<file path="src/rtl/mem_arb_pkg.sv">
// Shared types and default sizes for the two-port memory arbiter.
package mem_arb_pkg;

  localparam int unsigned AW_DEFAULT         = 32;
  localparam int unsigned DW_DEFAULT         = 32;
  localparam int unsigned STARVE_MAX_DEFAULT = 4;

  typedef enum logic [1:0] {
    IDLE   = 2'd0,
    GNT_IF = 2'd1,
    GNT_D  = 2'd2
  } arb_state_t;

endpackage

</file>
<file path="src/rtl/mem_arbiter_starve_ctr.sv">
// Saturating count of back-to-back data grants taken while a fetch waits.
// Only instantiated when MEM_ARB_STARVE_GUARD_EN is defined.
module starve_ctr
  import mem_arb_pkg::*;
#(
  parameter int unsigned MAX = STARVE_MAX_DEFAULT
) (
  input  logic clk,
  input  logic rst,
  input  logic inc,
  input  logic clr,
  output logic trip
);

  localparam int unsigned CW = $clog2(MAX + 1);
  localparam logic [CW-1:0] MAX_C = CW'(MAX);

  logic [CW-1:0] cnt_q, cnt_d;

  always_comb begin
    cnt_d = cnt_q;
    if (clr) begin
      cnt_d = '0;
    end else if (inc && (cnt_q != MAX_C)) begin
      cnt_d = cnt_q + CW'(1);
    end
  end

  always_ff @(posedge clk) begin
    if (rst) begin
      cnt_q <= '0;
    end else begin
      cnt_q <= cnt_d;
    end
  end

  assign trip = (cnt_q == MAX_C);

endmodule

</file>
<file path="src/rtl/mem_arbiter.sv">
// Two-port (fetch / data) to single-port memory arbiter, data has priority.
// Define MEM_ARB_STARVE_GUARD_EN to bound fetch latency with a starvation guard.
module mem_arbiter
  import mem_arb_pkg::*;
#(
  parameter int unsigned AW         = AW_DEFAULT,
  parameter int unsigned DW         = DW_DEFAULT,
  parameter int unsigned STARVE_MAX = STARVE_MAX_DEFAULT
) (
  input  logic          clk,
  input  logic          rst,
  input  logic          if_req,
  input  logic [AW-1:0] if_addr,
  output logic [DW-1:0] if_rdata,
  output logic          if_ack,
  input  logic          d_req,
  input  logic          d_we,
  input  logic [AW-1:0] d_addr,
  input  logic [DW-1:0] d_wdata,
  output logic [DW-1:0] d_rdata,
  output logic          d_ack,
  output logic          mem_req,
  output logic          mem_we,
  output logic [AW-1:0] mem_addr,
  output logic [DW-1:0] mem_wdata,
  input  logic [DW-1:0] mem_rdata,
  input  logic          mem_ready,
  output logic          stall_f,
  output logic          stall_m,
  output logic          busy
);

  arb_state_t    state_q, state_d;
  logic          mem_req_q, mem_req_d;
  logic          mem_we_q, mem_we_d;
  logic [AW-1:0] mem_addr_q, mem_addr_d;
  logic [DW-1:0] mem_wdata_q, mem_wdata_d;
  logic          guard_trip;

  always_comb begin
    state_d     = state_q;
    mem_we_d    = mem_we_q;
    mem_addr_d  = mem_addr_q;
    mem_wdata_d = mem_wdata_q;
    unique case (state_q)
      IDLE: begin
        if (d_req && !guard_trip) begin
          state_d     = GNT_D;
          mem_we_d    = d_we;
          mem_addr_d  = d_addr;
          mem_wdata_d = d_wdata;
        end else if (if_req) begin
          state_d     = GNT_IF;
          mem_we_d    = 1'b0;
          mem_addr_d  = if_addr;
          mem_wdata_d = '0;
        end
      end
      GNT_IF, GNT_D: begin
        if (mem_ready) begin
          state_d = IDLE;
        end
      end
      default: state_d = IDLE;
    endcase
    mem_req_d = (state_d != IDLE);
  end

  always_ff @(posedge clk) begin
    if (rst) begin
      state_q     <= IDLE;
      mem_req_q   <= 1'b0;
      mem_we_q    <= 1'b0;
      mem_addr_q  <= '0;
      mem_wdata_q <= '0;
    end else begin
      state_q     <= state_d;
      mem_req_q   <= mem_req_d;
      mem_we_q    <= mem_we_d;
      mem_addr_q  <= mem_addr_d;
      mem_wdata_q <= mem_wdata_d;
    end
  end

`ifdef MEM_ARB_STARVE_GUARD_EN
  logic ctr_inc, ctr_clr;

  assign ctr_inc = (state_q == IDLE) & (state_d == GNT_D) & if_req;
  assign ctr_clr = (state_q == IDLE) & (~if_req | (state_d == GNT_IF));

  starve_ctr #(
    .MAX (STARVE_MAX)
  ) u_starve_ctr (
    .clk  (clk),
    .rst  (rst),
    .inc  (ctr_inc),
    .clr  (ctr_clr),
    .trip (guard_trip)
  );
`else
  assign guard_trip = 1'b0;
`endif

  assign mem_req   = mem_req_q;
  assign mem_we    = mem_we_q;
  assign mem_addr  = mem_addr_q;
  assign mem_wdata = mem_wdata_q;
  assign busy      = (state_q != IDLE);

  // Acks are gated by rst so an access abandoned by reset never completes.
  assign if_ack   = ~rst & (state_q == GNT_IF) & mem_ready;
  assign d_ack    = ~rst & (state_q == GNT_D) & mem_ready;
  assign if_rdata = (state_q == GNT_IF) ? mem_rdata : '0;
  assign d_rdata  = (state_q == GNT_D) ? mem_rdata : '0;

  assign stall_f = if_req & ~if_ack;
  assign stall_m = d_req & ~d_ack;

endmodule
</file>
<file path="config.mk">
export PLATFORM = sky130hd
export DESIGN_NAME = mem_arbiter
export DESIGN_NICKNAME = d
export VERILOG_FILES = /design/src/rtl/mem_arb_pkg.sv /design/src/rtl/mem_arbiter_starve_ctr.sv /design/src/rtl/mem_arbiter.sv
export SDC_FILE = /design/constraint.sdc
export NUM_CORES = 1
export LEC_CHECK = 0
export ABC_CLOCK_PERIOD_IN_PS = 3090
export CAP_MARGIN = 20
export CORE_AREA = 2 2 103 105
export DETAILED_ROUTE_END_ITERATION = 10
export DIE_AREA = 0 0 105 107
export PLACE_DENSITY = 0.79
export SYNTH_ARGS = -nofsm -noshare
export SYNTH_HDL_FRONTEND = slang
export SYNTH_SLANG_ARGS = --single-unit
</file>
<file path="constraint.sdc">
create_clock -name clk -period 3.09 [get_ports clk]
set_clock_uncertainty 0.1 [all_clocks]
set_input_delay 0.618 -clock clk [delete_from_list [all_inputs] [get_ports clk]]
set_output_delay 0.618 -clock clk [all_outputs]
set_load 0.005 [all_outputs]
</file>
# Word level (Yosys, flattened, before mapping)
# Index checks and enable logic that the tools add are counted.
# op_classes
bitwise	9
reduce_logical	6
eq_ne	2
muxes	12
# op_table
op	count
$mux 32	6
$and 1x1->1	6
$mux 2	3
$reduce_bool 2->1	3
$pmux 2 s2	1
$not 1->1	3
$eq 2x1->1 const B	1
$eq 2x2->1 const B	1
$logic_not 2->1	1
$mux 1	2
$reduce_and 2->1	1
$reduce_or 2->1	1
# totals
inputBits	134
out_inout_bits	135
reg_bits	68
word_cells	34

# Logic depth before layout (Yosys ltp)
# Gate-level depths: netlist of run 1.
# logic_depth
word_depth	5
ltp_mapped	7
depth_no_buf	5

# Worst setup path before layout of run 1
# Ideal clock, no wire load.
# synth_path
path_type	input port to output port
startpoint	input d_req
endpoint	output stall_m
path_buffers	2
t_required_ns	2.372
arrival_ns	1.194
setup_slack_ns	1.178
stages	3
cell_sequence	buf_4 buf_2 nor2b_1
# synth_between
elab_chain_cells	1
# synth_lines
item	line	text
start, declared	mem_arbiter.sv:16	input logic d_req,
$and 1x1->1	mem_arbiter.sv:117	assign stall_m = d_req & ~d_ack;
end, declared	mem_arbiter.sv:29	output logic stall_m,
# No other way between the ends.

# Worst setup path in the final report of run 1
# layout_path
startpoint	register state_q[0]
endpoint	output d_rdata[18]
# layout_between
elab_chain_cells	2
# layout_lines
item	line	text
start, declared	mem_arbiter.sv:33	arb_state_t state_q, state_d;
start signal, assigned	mem_arbiter.sv:77	state_q <= state_d;
$eq 2x2->1	mem_arbiter.sv:114	assign d_rdata = (state_q == GNT_D) ? mem_rdata : '0;
$mux 32	mem_arbiter.sv:114	
end, declared	mem_arbiter.sv:20	output logic [DW-1:0] d_rdata,
# No other way between the ends.

==> impl_metrics.yaml, run 1 <==
drt:
  viasPerCell: 4.66
  routed_wl_mm: 11.5
  firstDrtPassIters: 5
  wl_per_cell_um: 15.3
  ant_nets: 0
  vias: 3484
  drc: 0
  first_iter_violations: 171
worst_setup_path:
  r2r.worst_path.cells: 6
  path_class: "register to output port"
  worst_ep_required_time_ps: 2370
  crit_path_max_incr_delay_ps: 510
  critical_path.top_delay_family: "buffers and inverters"
  cp_num_cells: 5
  rr_endpoint: "mem_addr[16]"
  crit_buf_inv: 3
  slowest_stage: "clkdlybuf4s50_1"
  cp_max_fo: 17
  worstPathArrival_ps: 2110
  startpoint_type: "register"
  ff2ff_setup_slack_ps: 1310
  worstReg2RegStart: "state_q[1]"
  crit_chain: "inv_1 > ha_1 > buf_4 > and2_1 > clkdlybuf4s50_1"
  crit_path_end_kind: "output port"
floorplanning:
  ios: 269
  chipHeight_um: 107
  die_w_um: 105
  fp-row-count: 37
  die_area_sq_mm: 0.0112
  initial_core_util: 0.327
  core_sq_mm: 0.0101
worst_hold_path:
  min_to: "mem_addr[7]"
  holdCritStartpoint: "mem_addr[7]"
  holdPathStages: 2
  hold_class: "register to register"
final_layout:
  fin_cells: 747
  stdcell_area_sq_mm: 0.00627
  final_cell_mix: "266 x clkdlybuf4s50_1, 68 x dfxtp_1, 65 x and2_1, 65 x nor2_1, 33 x a22oi_1"
  final_common_cell: "clkdlybuf4s50_1"
  drive_gt1_frac: 0.0917
  utilization: 0.621
  n_antenna_cell: 0
  fin_nets: 744
  area_delta_synth_final_pct: 90.2
power_and_ir_drop:
  ir_worst_vdd_uv: 308
  p_leak_uw: 0.00244
  power_density_mw_per_mm2: 414
clock_tree:
  holdBufCountCts: 0
  cts_setup_buffers: 0
  root_buffer: "clkbuf_8"
  cts_tree: "done"
  cts_resized: 0
  numCtsBuffers: 9
  cts_max_level: 3
  clk_pin_slew_ps: 70
  clkSinkCount: 68
  worstSkewPairLatency_ps: 330
  cts_buffer_depth: 2
synth:
  synth_area_per_cell_sq_um: 9.42
  yosysSeqAreaShare: 0.413
  syn-cell-area_sq_mm: 0.00330
  synthCells: 350
  synth_nets: 488
  yosysUniqueCellTypes: 23
  ys_ff_latch: 68
  synth_warnings: 0
sta:
  slew_viol_final: 0
  period_needed_ps: 2830
  fmax_ghz: 0.354
  worst_slew_pin_slew_ps: 614
  setup_viol: 0
  fin_crit_sh: 0.915
  setup-tns-final_ps: 0
  grt_setup_unrepaired: "false"
  relSlewSlack: 0.591
  hold_viol: 0
  fin_ws_ps: 262
placement:
  place_area_sq_mm: 0.00605
  gp_congestion: 0.747
  dp_slack_ps: 436
  dpl.cell_count: 731
  dp_hpwl_mm: 9.11
  io_buffers: 268
global_routing:
  grt_max_degree: 62
  grt_use_total: 0.196
  antenna_found_initial: 0
  grt_pass1_vias: 3499
  grt_overflow: 0
  grt_pass1_wl_mm: 17.7
job:
  cap_violations: 0
run_status:
  outcome: "completed"
-- per-stage QoR --
step                      total power (uW)  hold WS [ps]
after detailed placement              1810           392
after global placement                1790           387
after floorplan                       1340           394
after CTS                             2640           403
after global routing                  2740           419
final                                 2600           398
-- sequential cells by signal, indices dropped and copies added (netlist names) --
name and cells:
mem_req 1, state_q 2, mem_wdata 32, mem_addr 32
mem_we 1
-- worst max-delay path by stage --
stage | start | slack, ps | to
floorplan | d_req | 1180 | stall_m
global placement | mem_ready | 460 | stall_f
detailed placement | mem_ready | 440 | stall_f
CTS | state_q[0] | 200 | d_rdata[0]
global route | state_q[0] | 90 | d_rdata[12]
finish | state_q[0] | 260 | d_rdata[18]
-- cell type report --
| class | count | area [sq um] |
|---|---|---|
| clock buffer | 11 | 141 |
| fill | 886 | 3820 |
| clock inverter | 5 | 83.8 |
| multi-input combinational | 248 | 1760 |
| inverter | 3 | 11.3 |
| timing repair buffer | 276 | 2750 |
| tap | 136 | 170 |
| sequential | 68 | 1360 |
-- report_power, final --
group | leakage, uW | switching (uW) | internal, uW
registers | 0.000562 | 41.7 | 959
clock network | 0.000106 | 336 | 480
logic | 0.00177 | 303 | 479
total | 0.00244 | 681 | 1920
-- cell usage after synthesis, drive strengths merged --
cell,count,area share
ha,4,0.015
and2,65,0.12
a22oi,33,0.075
or2,1,0.0019
nor2b,5,0.0095
o21ai,3,0.0057
buf,21,0.039
clkbuf,10,0.011
nand2,2,0.0023
mux2i,32,0.097
a21oi,2,0.0030
a211oi,32,0.12
dfxtp,68,0.41
a41oi,1,0.0027
o21a,1,0.0023
inv,3,0.0034
and3b,2,0.0053
nor2,65,0.074
-- logic make-up after synthesis --
logic type,after synthesis,share of synthesized area
simple gates,140,0.216
compound gates,72,0.204
flops,68,0.413
buf+inv,34,0.0543
mux,32,0.0972
fa+ha+maj,4,0.0152
-- per-layer routing --
metal  vias up  wire length, um  global-route usage  part of all wire
li1       1717                -                   -                 -
met1      1588             4360               0.205              0.38
met2       160             6030               0.370              0.53
met3        19              835              0.0590             0.073
met4         0              225              0.0686             0.020
met5         -                0                   0                 0
-- worst register-to-register path, stage by stage, from the launching register on --
cell and delay, ps:
dfxtp_1 340, inv_1 90, ha_1 310, o21a_2 260
buf_12 290, nor2_1 120, a211oi_2 190
No activity file was read; power rests on OpenSTA's default activity.
==> inputs of run 2 (changes only) <==
SLEW_MARGIN = 40   (was default)
==> results of run 2 <==
The final DEF is identical to that of run 1; final timing and power are the same.
==> inputs of run 3 (changes only) <==
ABC_CLOCK_PERIOD_IN_PS = 3190   (was 3090)
CORE_AREA = default   (was 2 2 103 105)
CORE_MARGIN = 2   (was default)
CORE_UTILIZATION = 33   (was default)
DIE_AREA = default   (was 0 0 105 107)
clock period = 3.19 ns   (was 3.09 ns; I/O delays follow)
==> run 3 against run 2 <==
Net effect:
- hold slack gained 1.5 ps
- largest power group unchanged
- highest routed layer unchanged
- cell count fell by 0.54%
- die area fell by 3.8%
- global-route usage rose by 1.3 points
- routed wire length barely moved
- register-to-register slack worse by 90 ps
- sequential share of layout area is 0.17 points higher
- via count increased by 0.66%
==> impl_metrics.yaml, run 3 (same netlist as run 1, synthesis figures left out) <==
sta:
  setup-tns-final_ps: 0
  fmax_ghz: 0.347
  setup_viol: 0
  period_needed_ps: 2880
  hold_viol: 0
  grt_setup_unrepaired: "false"
  fin_ws_ps: 309
  worst_slew_pin_slew_ps: 599
  slew_viol_final: 0
  fin_crit_sh: 0.903
  relSlewSlack: 0.601
power_and_ir_drop:
  pwr-share-comb: 0.328
  p_total_uw: 2350
  power_frac_clock: 0.259
  p_sw_uw: 666
  p_leak_uw: 0.00241
  ir_worst_vdd_uv: 273
  p_int_uw: 1680
  power_density_mw_per_mm2: 377
  p_seq_frac: 0.413
  swShare: 0.284
worst_setup_path:
  path_class: "register to output port"
  worstPathArrival_ps: 2140
  cp_max_fo: 18
  crit_chain: "inv_1 > ha_1 > buf_4 > and2_1 > clkdlybuf4s50_1"
  ff2ff_setup_slack_ps: 1220
  worst_ep_required_time_ps: 2450
  crit_buf_inv: 3
  slowest_stage: "clkdlybuf4s50_1"
  crit_path_max_incr_delay_ps: 520
  crit_path_end_kind: "output port"
  critical_path.top_delay_family: "buffers and inverters"
  startpoint_type: "register"
placement:
  io_buffers: 268
  dp_slack_ps: 489
  dpl.cell_count: 727
  gp_congestion: 0.780
  dp_hpwl_mm: 9.08
drt:
  viasPerCell: 4.72
  firstDrtPassIters: 4
  vias: 3507
  first_iter_violations: 102
  wl_per_cell_um: 15.4
  routed_wl_mm: 11.4
  drc: 0
  ant_nets: 0
floorplanning:
  ios: 269
  chipHeight_um: 104
  die_w_um: 104
  fp-row-count: 36
  initial_core_util: 0.339
  die_area_sq_mm: 0.0108
  core_sq_mm: 0.00973
run_status:
  outcome: "completed"
global_routing:
  grt_pass1_vias: 3632
  grt_max_degree: 67
  grt_use_total: 0.208
  antenna_found_initial: 0
  grt_overflow: 0
  grt_pass1_wl_mm: 18.3
final_layout:
  drive_gt1_frac: 0.0918
  area_delta_synth_final_pct: 88.7
  n_antenna_cell: 0
  fin_cells: 743
  num-fill-cells: 817
  fin_nets: 743
  final_cell_mix: "266 x clkdlybuf4s50_1, 68 x dfxtp_1, 65 x and2_1, 65 x nor2_1, 33 x a22oi_1"
  multi_input_area_sq_mm: 0.00176
  final_common_cell: "clkdlybuf4s50_1"
  register_area_sq_mm: 0.00136
clock_tree:
  cts_buffer_depth: 2
  cts_resized: 0
  numCtsBuffers: 9
  clkSinkCount: 68
  holdBufCountCts: 0
  root_buffer: "clkbuf_8"
  cts_max_level: 3
  cts_tree: "done"
  worstSkewPairLatency_ps: 320
  clk_pin_slew_ps: 70
  cts_setup_buffers: 0
worst_hold_path:
  hold_class: "register to register"
job:
  cap_violations: 0
## run 3: cell count changes in the layout (fill, tap and decap cells not counted), sizes merged
cell      previous run  this run
buf                 10         9
bufinv               2         0
clkbuf              11        10
clkinv               0         3
clkinvlp             2         3
inv                  4         3
## run 3: power by group through the flow
| stage | clock, uW | combinational, uW | sequential (uW) |
|---|---|---|---|
| finish | 607 | 769 | 969 |
| global route | 678 | 830 | 978 |
| CTS | 634 | 777 | 970 |
| detailed placement | 0 | 773 | 990 |
| global placement | 0 | 757 | 985 |
| floorplan | 0 | 306 | 994 |
## run 3: worst paths after layout
path / start / cells after the start / end
worst min register to register: mem_addr[6] / 2 / mem_addr[6]
worst min-delay path: mem_addr[6] / 2 / mem_addr[6]
worst max register to register: state_q[0] / 6 / mem_addr[7]
worst max-delay path: state_q[1] / 5 / if_rdata[13]
## run 3: layout make-up
cell class	instances	share of cell area
flip-flops and latches	68	0.219
inverters	3	0.00181
well taps	133	0.0267
clock inverters	6	0.00664
multi-input cells	248	0.283
clock buffers	10	0.0205
repair buffers	275	0.443
## run 3: worst reg2reg max path: stages, from the launching register on
cell      delay [ps]
dfxtp_1          340
inv_1            100
ha_1             330
o21a_2           520
buf_12           250
nor2_1            70
a211oi_1         200
## run 3: per-layer routing
metal,global-route usage,wire length (um),vias to the layer above,share of wire
met1,0.209,4380,1592,0.38
met5,0,0,-,0
li1,-,-,1714,-
met4,0.0888,387,0,0.034
met3,0.0802,965,31,0.084
met2,0.383,5710,170,0.50
## run 3: through the flow
step	area (sq um)	hold slack, ps	util
finish	6220	400	0.640
global route	6220	432	0.640
CTS	6220	400	0.639
detailed placement	6050	390	0.622
global placement	6050	388	0.622
floorplan	3300	394	-
